$ cat src/rtl/rv_multi_decode_stage.sv
// LANES-wide registered RV32I decode stage with a 2-entry skid buffer, illegal/HALT detection.
// Optional RV32M decode is enabled by defining RV_DECODE_M_EN.
module rv_multi_decode_stage #(
  parameter int LANES = 2,
  parameter int XLEN  = 32
) (
  input  logic                  clk,
  input  logic                  reset,
  input  logic                  flush,
  input  logic                  in_valid,
  output logic                  in_ready,
  input  logic [LANES*32-1:0]   in_instr,
  input  logic [LANES-1:0]      in_lane_mask,
  input  logic [XLEN-1:0]       in_pc,
  output logic                  out_valid,
  input  logic                  out_ready,
  output logic [XLEN-1:0]       out_pc,
  output logic [LANES-1:0]      out_lane_mask,
  output logic [LANES*6-1:0]    out_mnemonic,
  output logic [LANES*3-1:0]    out_unit,
  output logic [LANES*5-1:0]    out_rd,
  output logic [LANES*5-1:0]    out_rs1,
  output logic [LANES*5-1:0]    out_rs2,
  output logic [LANES*XLEN-1:0] out_imm,
  output logic [LANES-1:0]      out_illegal,
  output logic                  out_halt,
  output logic                  halted
);

  if (XLEN != 32 || LANES < 1 || LANES > 4) begin : g_bad_param
    $error("rv_multi_decode_stage: XLEN must be 32 and LANES 1..4");
  end

  localparam logic [31:0] HALT_WORD = 32'h0001_0073;
  localparam logic [2:0] UNIT_ALU = 3'd0;
  localparam logic [2:0] UNIT_BRU = 3'd1;
  localparam logic [2:0] UNIT_MAU = 3'd2;

  typedef struct packed {
    logic            illegal;
    logic [5:0]      mn;
    logic [2:0]      unit;
    logic [4:0]      rd;
    logic [4:0]      rs1;
    logic [4:0]      rs2;
    logic [XLEN-1:0] imm;
  } lane_t;

  typedef struct packed {
    logic [XLEN-1:0]        pc;
    logic [LANES-1:0]       mask;
    logic                   halt;
    lane_t [LANES-1:0]      lane;
  } bundle_t;

  function automatic lane_t decode_lane(input logic [31:0] ins);
    lane_t       d;
    logic        ok;
    logic [2:0]  f3;
    logic [6:0]  f7;
    logic [31:0] imm_i, imm_s, imm_b, imm_j, imm_u;
    f3    = ins[14:12];
    f7    = ins[31:25];
    imm_i = {{20{ins[31]}}, ins[31:20]};
    imm_s = {{20{ins[31]}}, ins[31:25], ins[11:7]};
    imm_b = {{19{ins[31]}}, ins[31], ins[7], ins[30:25], ins[11:8], 1'b0};
    imm_j = {{11{ins[31]}}, ins[31], ins[19:12], ins[20], ins[30:21], 1'b0};
    imm_u = {ins[31:12], 12'b0};
    d  = '0;
    ok = 1'b1;
    case (ins[6:0])
      7'b0010011: begin
        d.rd = ins[11:7]; d.rs1 = ins[19:15]; d.imm = imm_i; d.unit = UNIT_ALU;
        case (f3)
          3'b000: d.mn = 6'd0;
          3'b010: d.mn = 6'd1;
          3'b011: d.mn = 6'd2;
          3'b111: d.mn = 6'd3;
          3'b110: d.mn = 6'd4;
          3'b100: d.mn = 6'd5;
          3'b001: begin d.mn = 6'd6; ok = (f7 == 7'b0000000); end
          default: begin
            if (f7 == 7'b0000000)      d.mn = 6'd7;
            else if (f7 == 7'b0100000) d.mn = 6'd8;
            else                       ok = 1'b0;
          end
        endcase
      end
      7'b0110111: begin d.mn = 6'd9;  d.rd = ins[11:7]; d.imm = imm_u; d.unit = UNIT_ALU; end
      7'b0010111: begin d.mn = 6'd10; d.rd = ins[11:7]; d.imm = imm_u; d.unit = UNIT_ALU; end
      7'b0110011: begin
        d.rd = ins[11:7]; d.rs1 = ins[19:15]; d.rs2 = ins[24:20]; d.unit = UNIT_ALU;
        if (f7 == 7'b0000000) begin
          case (f3)
            3'b000: d.mn = 6'd11;
            3'b010: d.mn = 6'd13;
            3'b011: d.mn = 6'd14;
            3'b111: d.mn = 6'd15;
            3'b110: d.mn = 6'd16;
            3'b100: d.mn = 6'd17;
            3'b001: d.mn = 6'd18;
            default: d.mn = 6'd19;
          endcase
        end else if (f7 == 7'b0100000 && f3 == 3'b000) begin
          d.mn = 6'd12;
        end else if (f7 == 7'b0100000 && f3 == 3'b101) begin
          d.mn = 6'd20;
        end else if (f7 == 7'b0000001) begin
`ifdef RV_DECODE_M_EN
          d.mn   = 6'd37 + {3'b000, f3};
          d.unit = 3'd3;
`else
          ok = 1'b0;
`endif
        end else begin
          ok = 1'b0;
        end
      end
      7'b1101111: begin d.mn = 6'd21; d.rd = ins[11:7]; d.imm = imm_j; d.unit = UNIT_BRU; end
      7'b1100111: begin
        d.mn = 6'd22; d.rd = ins[11:7]; d.rs1 = ins[19:15]; d.imm = imm_i; d.unit = UNIT_BRU;
        ok = (f3 == 3'b000);
      end
      7'b1100011: begin
        d.rs1 = ins[19:15]; d.rs2 = ins[24:20]; d.imm = imm_b; d.unit = UNIT_BRU;
        case (f3)
          3'b000: d.mn = 6'd23;
          3'b001: d.mn = 6'd24;
          3'b100: d.mn = 6'd25;
          3'b110: d.mn = 6'd26;
          3'b101: d.mn = 6'd27;
          3'b111: d.mn = 6'd28;
          default: ok = 1'b0;
        endcase
      end
      7'b0000011: begin
        d.rd = ins[11:7]; d.rs1 = ins[19:15]; d.imm = imm_i; d.unit = UNIT_MAU;
        case (f3)
          3'b010: d.mn = 6'd29;
          3'b001: d.mn = 6'd30;
          3'b101: d.mn = 6'd31;
          3'b100: d.mn = 6'd32;
          3'b000: d.mn = 6'd36;
          default: ok = 1'b0;
        endcase
      end
      7'b0100011: begin
        d.rs1 = ins[19:15]; d.rs2 = ins[24:20]; d.imm = imm_s; d.unit = UNIT_MAU;
        case (f3)
          3'b010: d.mn = 6'd33;
          3'b001: d.mn = 6'd34;
          3'b000: d.mn = 6'd35;
          default: ok = 1'b0;
        endcase
      end
      default: ok = 1'b0;
    endcase
    if (!ok) begin
      d = '0;
      d.illegal = 1'b1;
    end
    return d;
  endfunction

  bundle_t in_bundle, main_q, skid_q, main_n, skid_n;
  logic    main_valid, skid_valid, main_valid_n, skid_valid_n, halted_n, stop;
  logic    in_fire, out_fire;

  // Lanes after the first masked-in HALT are dropped from the bundle entirely.
  always_comb begin
    in_bundle    = '0;
    in_bundle.pc = in_pc;
    stop         = 1'b0;
    for (int k = 0; k < LANES; k++) begin
      if (!stop && in_lane_mask[k]) begin
        in_bundle.mask[k] = 1'b1;
        if (in_instr[32*k +: 32] == HALT_WORD) begin
          in_bundle.halt = 1'b1;
          stop           = 1'b1;
        end else begin
          in_bundle.lane[k] = decode_lane(in_instr[32*k +: 32]);
        end
      end
    end
  end

  assign in_fire  = in_valid && in_ready;
  assign out_fire = main_valid && out_ready;

  always_comb begin
    main_n       = main_q;
    skid_n       = skid_q;
    main_valid_n = main_valid;
    skid_valid_n = skid_valid;
    halted_n     = halted;
    if (flush) begin
      main_valid_n = 1'b0;
      skid_valid_n = 1'b0;
    end else begin
      if (out_fire) begin
        main_valid_n = skid_valid;
        skid_valid_n = 1'b0;
        if (skid_valid) main_n = skid_q;
      end
      if (in_fire) begin
        if (!main_valid_n) begin
          main_n       = in_bundle;
          main_valid_n = 1'b1;
        end else begin
          skid_n       = in_bundle;
          skid_valid_n = 1'b1;
        end
        halted_n = halted | in_bundle.halt;
      end
    end
  end

  always_ff @(posedge clk) begin
    if (reset) begin
      main_q     <= '0;
      skid_q     <= '0;
      main_valid <= 1'b0;
      skid_valid <= 1'b0;
      halted     <= 1'b0;
      in_ready   <= 1'b1;
    end else begin
      main_q     <= main_n;
      skid_q     <= skid_n;
      main_valid <= main_valid_n;
      skid_valid <= skid_valid_n;
      halted     <= halted_n;
      in_ready   <= !skid_valid_n && !halted_n;
    end
  end

  assign out_valid     = main_valid;
  assign out_pc        = main_q.pc;
  assign out_lane_mask = main_q.mask;
  assign out_halt      = main_q.halt;

  always_comb begin
    out_mnemonic = '0;
    out_unit     = '0;
    out_rd       = '0;
    out_rs1      = '0;
    out_rs2      = '0;
    out_imm      = '0;
    out_illegal  = '0;
    for (int k = 0; k < LANES; k++) begin
      out_mnemonic[6*k +: 6]    = main_q.lane[k].mn;
      out_unit[3*k +: 3]        = main_q.lane[k].unit;
      out_rd[5*k +: 5]          = main_q.lane[k].rd;
      out_rs1[5*k +: 5]         = main_q.lane[k].rs1;
      out_rs2[5*k +: 5]         = main_q.lane[k].rs2;
      out_imm[XLEN*k +: XLEN]   = main_q.lane[k].imm;
      out_illegal[k]            = main_q.lane[k].illegal;
    end
  end

endmodule

$ cat config.mk
export PLATFORM = sky130hd
export DESIGN_NAME = rv_multi_decode_stage
export DESIGN_NICKNAME = d
export VERILOG_FILES = /design/src/rtl/rv_multi_decode_stage.sv
export SDC_FILE = /design/constraint.sdc
export NUM_CORES = 1
export LEC_CHECK = 0
export ABC_AREA = 1
export CAP_MARGIN = 20
export CORE_UTILIZATION = 55
export CTS_CLUSTER_DIAMETER = 40
export DETAILED_ROUTE_END_ITERATION = 7
export GPL_TIMING_DRIVEN = 0
export HOLD_SLACK_MARGIN = 0.02
export PLACE_DENSITY = 0.86
export SETUP_SLACK_MARGIN = 0.2
export SLEW_MARGIN = 0
export SYNTH_ARGS = -nofsm -noshare
export SYNTH_HDL_FRONTEND = slang
export SYNTH_SLANG_ARGS = --single-unit
$ cat constraint.sdc
create_clock -name clk -period 2.6 [get_ports clk]
set_input_delay 0.52 -clock clk [delete_from_list [all_inputs] [get_ports clk]]
set_output_delay 0.52 -clock clk [all_outputs]
set_load 0.05 [all_outputs]
# Yosys cells after proc, flatten, opt, wreduce, memory -nomap -nowiden

Cells that the tools add are included.

Register bits: 302
Bits in latches: 0
RAM bits: 0
ROM bits: 0
Bits of input ports: 103
Output and inout port bits: 152
Word-level logic and storage cells: 191
Memories: 0

Add/sub/neg operators: 0
Multipliers: 0
Div/mod/pow operators: 0
$lt $le $gt $ge: 0
Equality and inequality tests: 36
Shift-type cells: 0
Multiplexer cells: 78
Bitwise logic cells: 2
Reductions and logical operators: 37

Operators with widths:

| operator                                                                 | number |
|---|---|
| 149-bit two-way mux                                                      | 4 |
| 32-bit one-hot mux with 5 select lines                                   | 2 |
| 57-bit two-way mux                                                       | 5 |
| 9-bit one-hot mux with 9 select lines                                    | 2 |
| 5-bit one-hot mux with 7 select lines                                    | 2 |
| 32-bit by 17-bit equality test with 1-bit output (second input constant) | 2 |
| 5-bit one-hot mux with 6 select lines                                    | 2 |
| 6-bit one-hot mux with 5 select lines                                    | 2 |
| 58-bit two-way mux                                                       | 1 |
| 7-bit by 6-bit equality test with 1-bit output (second input constant)   | 8 |
| 4-bit one-hot mux with 7 select lines                                    | 2 |
| 5-bit two-way mux                                                        | 10 |
| 7-bit equality test (second input constant)                              | 6 |
| 6-bit one-hot mux with 3 select lines                                    | 2 |
| 6-bit OR reduction                                                       | 6 |
| 1-bit two-way mux                                                        | 33 |
| 7-bit by 5-bit equality test with 1-bit output (second input constant)   | 4 |
| 3-bit equality test (second input constant)                              | 8 |
| 3-bit OR reduction                                                       | 8 |
| 4-bit two-way mux                                                        | 4 |
| 7-bit by 2-bit equality test with 1-bit output (second input constant)   | 2 |
| 7-bit logical NOT                                                        | 2 |
| 1-bit one-hot mux with 7 select lines                                    | 2 |
| 7-bit OR reduction                                                       | 2 |
| 13 further kinds                                                         | 32 |

# Depth between registers and ports, before layout

Depth after elaboration: 16
Gate-level depth with buffers: 15
Mapped depth without buffers: 14

# Worst setup path before layout

Ideal clock, no wire load.

Path kind: register to register
From: register in_ready
To: register skid_q[0] (netlist name)
Setup time: 128 ps
Data arrival time: 1799 ps
Data required time: 2472 ps
Setup slack: 673 ps
Cell stages (with the launch flop): 8
Path buffers: 2
Period minus slack after synthesis: 1927 ps
Cell sequence: dfxtp_1 nand2_1 nor2_1 nand2_1 inv_1 clkbuf_1 clkbuf_1 a21oi_1

Longest elaborated chain between the ends: 2

Ends and longest elaborated chain:

| what                                 | RTL line | RTL |
|---|---|---|
| start: declaration                   | 11       | `output logic in_ready,` |
| start signal: assignment             | 232      | `in_ready <= !skid_valid_n && !halted_n;` |
| 1-bit logical AND                    | 187      | `assign in_fire = in_valid && in_ready;` |
| 3-bit AND reduction (no source line) | n/a      |  |
| end signal: assignment               | 228      | `skid_q <= skid_n;` |
| end: declaration                     | 165      | `bundle_t in_bundle, main_q, skid_q, main_n, skid_n;` |

Every way passes these cells.
A chain may end at the register's enable or synchronous reset.

# Final worst setup path

From: input flush
To: register in_ready

Longest elaborated chain between the ends: 3
Elaborated cells between the ends (all ways): 5
Classes of those cells: 2 x mux; 3 x reduce/logical

Ends and longest elaborated chain:

| what                | RTL line | RTL |
|---|---|---|
| start: declaration  | 9        | `input logic flush,` |
| 1-bit two-way mux   | 196      | `if (flush) begin` |
| 1-bit logical NOT   | 232      |  |
| 1-bit logical AND * | 232      |  |

Mark *: on every way between the ends. The rest lies on a longest branch, timed or not.

==> metrics.txt <==
number of I/O port buffers=246; DRC viols=0; core footprint=0.02801 mm²; Routed WL=60160 µm; Clock transition at path regs=0.06 ns; arrival time at the worst endpoint=2.92 ns; iteration count of the initial detailed-routing pass=6; slowest cell on the critical path=buf_1; post-route ant nets=0; total standard cell area after synthesis=0.01580 mm²; crit path cell chain=clkdlybuf4s50_1 > buf_1 > inv_1 > nand3_1 > a21oi_1 > a21oi_1; number of placed instances with taps included=3063; fraction of final layout cells sized beyond drive strength 1=7.615%; vias in the first global route=17430; Psw=3618 µW; Clock H-tree levels=2; register share of total power=37.5%; synthesis warning total=0; combined buffer and inverter count along the critical path=3; count of cell instances traversed by the critical path=6; Setup crit start kind=input port; Peak supply drop=670.2 µV; Max Cap Violations=0; Pleak=0.007834 µW; worst-margin pin slew=1.260 ns; Final Max Tran Viols=0; post-synthesis to final-layout area growth=29.39%; leading cell type in the layout, fill and taps excluded=nand2_1; final cell utilization of the core=73.00%; Initial Utilization=56.42%; number of cells on the worst hold path=2; # setup viols final=0; source-to-sink clock delay at the later pin of the worst-skew pair=0.53 ns; number of library cell types mapped by synthesis=33; cell at the root of the clock tree=clkbuf_16; Top delay family on crit path=buffers and inverters; total half-perimeter wirelength after legalization and detailed placement=43270 µm; time the worst path needs with I/O delays and setup=2.476 ns; Total Die Area=0.02941 mm²; Setup CP Type=input port to register; worst path required time=3.05 ns; Hold/Removal Path Class=register to register; post-route fraction of the period consumed by the critical path=95.25%; Layout Cells excl Fill=3150; area fraction of the dominant cell type after synthesis=38.00%; hold violation count in the final report=0; total power density per cell area=634.8 mW/mm²; Vert. Die Dim=171.5 µm; maximum buffer depth of the clock tree=3; unrepaired setup endpoints after global routing=yes; Critical Path Sink Type=register; result of the run=finished, final reports clean; CP peak stage delay=0.96 ns; post-synth net total=2542; detailed-route via count=19280; internal power=9361 µW; combinational power share=14.9%; final net count=2842; count of standard-cell rows=61; TritonCTS clock tree=yes; portion of total power attributed to the clock network=47.6%; via count normalized by instance count=6.121; post-detailed-route wirelength per cell=19.10 µm; Fmax achieved=403.8 MHz; largest area contributor in the netlist=dfxtp_1; maximum fanout count along the critical path=10; share of the yosys chip area belonging to registers=38.00%; CTS sink count=300; GP Congestion=1.008; total gr overflow=0; chip width=171.5 µm; I/O pins=255; number of synthesized register bits=300; number of violations reported at the end of detailed-routing iteration 0=2542; top library cells by usage in the layout, fill and taps aside=nand2_1, dfxtp_1, nand3_1; total CTS buffers=41; final setup skew=0.01940 ns; global-route wire length before repair=91650 µm; cell mode on critical path=a21oi_1; setup tns final=0 ns; Worst Reg2Reg Path Length in Cells=11; maximum number of pins on one net before global-route repair=14; top cells by area in the synthesized netlist=dfxtp_1, nand2_1, nand3_1, a21oi_1, o21ai_0; number of antenna violations at the first check in global routing=1; post-synthesis cell count=2439; Net Sw Frac=27.88%; worst hold margin=0.4545 ns; worst max-slew margin expressed relative to the limit=16.02%; global routing usage summed across all routing layers=39.52%; mean area per synthesized cell=6.479 µm²
registers in the layout, indices dropped and copies added, names as in the netlist, 2 cells and up:
| signal | count |
|---|---|
| out_mnemonic | 12 |
| out_unit | 6 |
| skid_q | 147 |
| out_lane_mask | 2 |
| out_pc | 32 |
| out_rs1 | 10 |
| out_rd | 10 |
| out_illegal | 2 |
| out_imm | 64 |
| out_rs2 | 10 |
power groups by stage:
stage	registers, µW	logic (µW)	clock network, µW
2_1_floorplan	5350	737	0
3_3_place_gp	4950	1830	0
3_5_place_dp	4950	1850	0
4_1_cts	4860	1880	6170
5_1_grt	4880	2040	6390
6_report	4870	1930	6180
through the flow:
stage	cell area [µm²]	power (µW)	setup WS [ns]
floorplan	15800	6087	0.6731
global placement	18740	6773	-0.3812
detailed placement	18740	6808	-0.3989
CTS	20280	12910	0.1312
global route	20450	13310	0.1680
finish	20450	12980	0.1235
worst paths after layout:
kind	start	to	slack, ns
max	flush	in_ready	0.12
min	out_unit[5]	out_unit[5]	0.45
max reg2reg	skid_valid	out_imm[0]	0.20
min reg2reg	out_unit[5]	out_unit[5]	0.45
routing by layer:
metal	wire length, µm	vias to the layer above	global-route usage, %
met5	0	-	0
met4	2996	0	20.23
met3	6147	212	7.846
met2	27550	1242	65.32
met1	23460	8970	48.69
li1	-	8858	-
final cells by class:
type / count / area (µm²)
clock buffers: 54 / 1167
diodes: 1 / 2.502
repair buffers: 257 / 2557
clock inverters: 21 / 344.1
plain buffers: 196 / 895.9
flip-flops and latches: 300 / 6006
inverters: 103 / 389.1
well taps: 378 / 473.0
multi-input cells: 1840 / 8612
fillers: 2276 / 7564
worst min-delay path: stages, from the launching register on:
cell     delay, ns
dfxtp_1       0.31
nand2_1       0.06
nor2_1        0.04
what timing repair did:
action                                  in CTS  in global routing
endpoints found under the setup margin     142                156
gates resized for setup                      8                 47
pin swaps                                    1                  3
hold buffers                                 0                  0
buffers inserted                             2                  9
cell families after synthesis:
| logic type | after synthesis | synth area share, % |
|---|---|---|
| and+or+nand+nor | 1237 | 33.71 |
| AOI/OAI and AO/OA | 603 | 20.38 |
| DFF | 300 | 38.00 |
| buffers and inverters | 299 | 7.902 |
cells in the mapped netlist:
library cell / n
a31oi_1: 144
a211oi_1: 1
nor2_2: 16
o21ai_1: 7
buf_6: 11
buf_2: 26
o21ai_0: 205
nor3_1: 9
nand3_4: 2
o31ai_1: 1
o211ai_1: 1
a21oi_2: 2
nand2_4: 3
inv_1: 85
a21oi_1: 237
nand2_1: 701
dfxtp_1: 300
nor3b_1: 1
clkinv_1: 1
clkbuf_1: 131
nor3_2: 1
a21o_1: 1
nor2_1: 176
nor2_4: 6
nand2_2: 5
nand4_1: 38
and2_1: 1
buf_1: 25
buf_4: 3
inv_2: 17
nand3_1: 264
nand3_2: 14
o22ai_1: 4
Power figures use the tool's default switching activity.
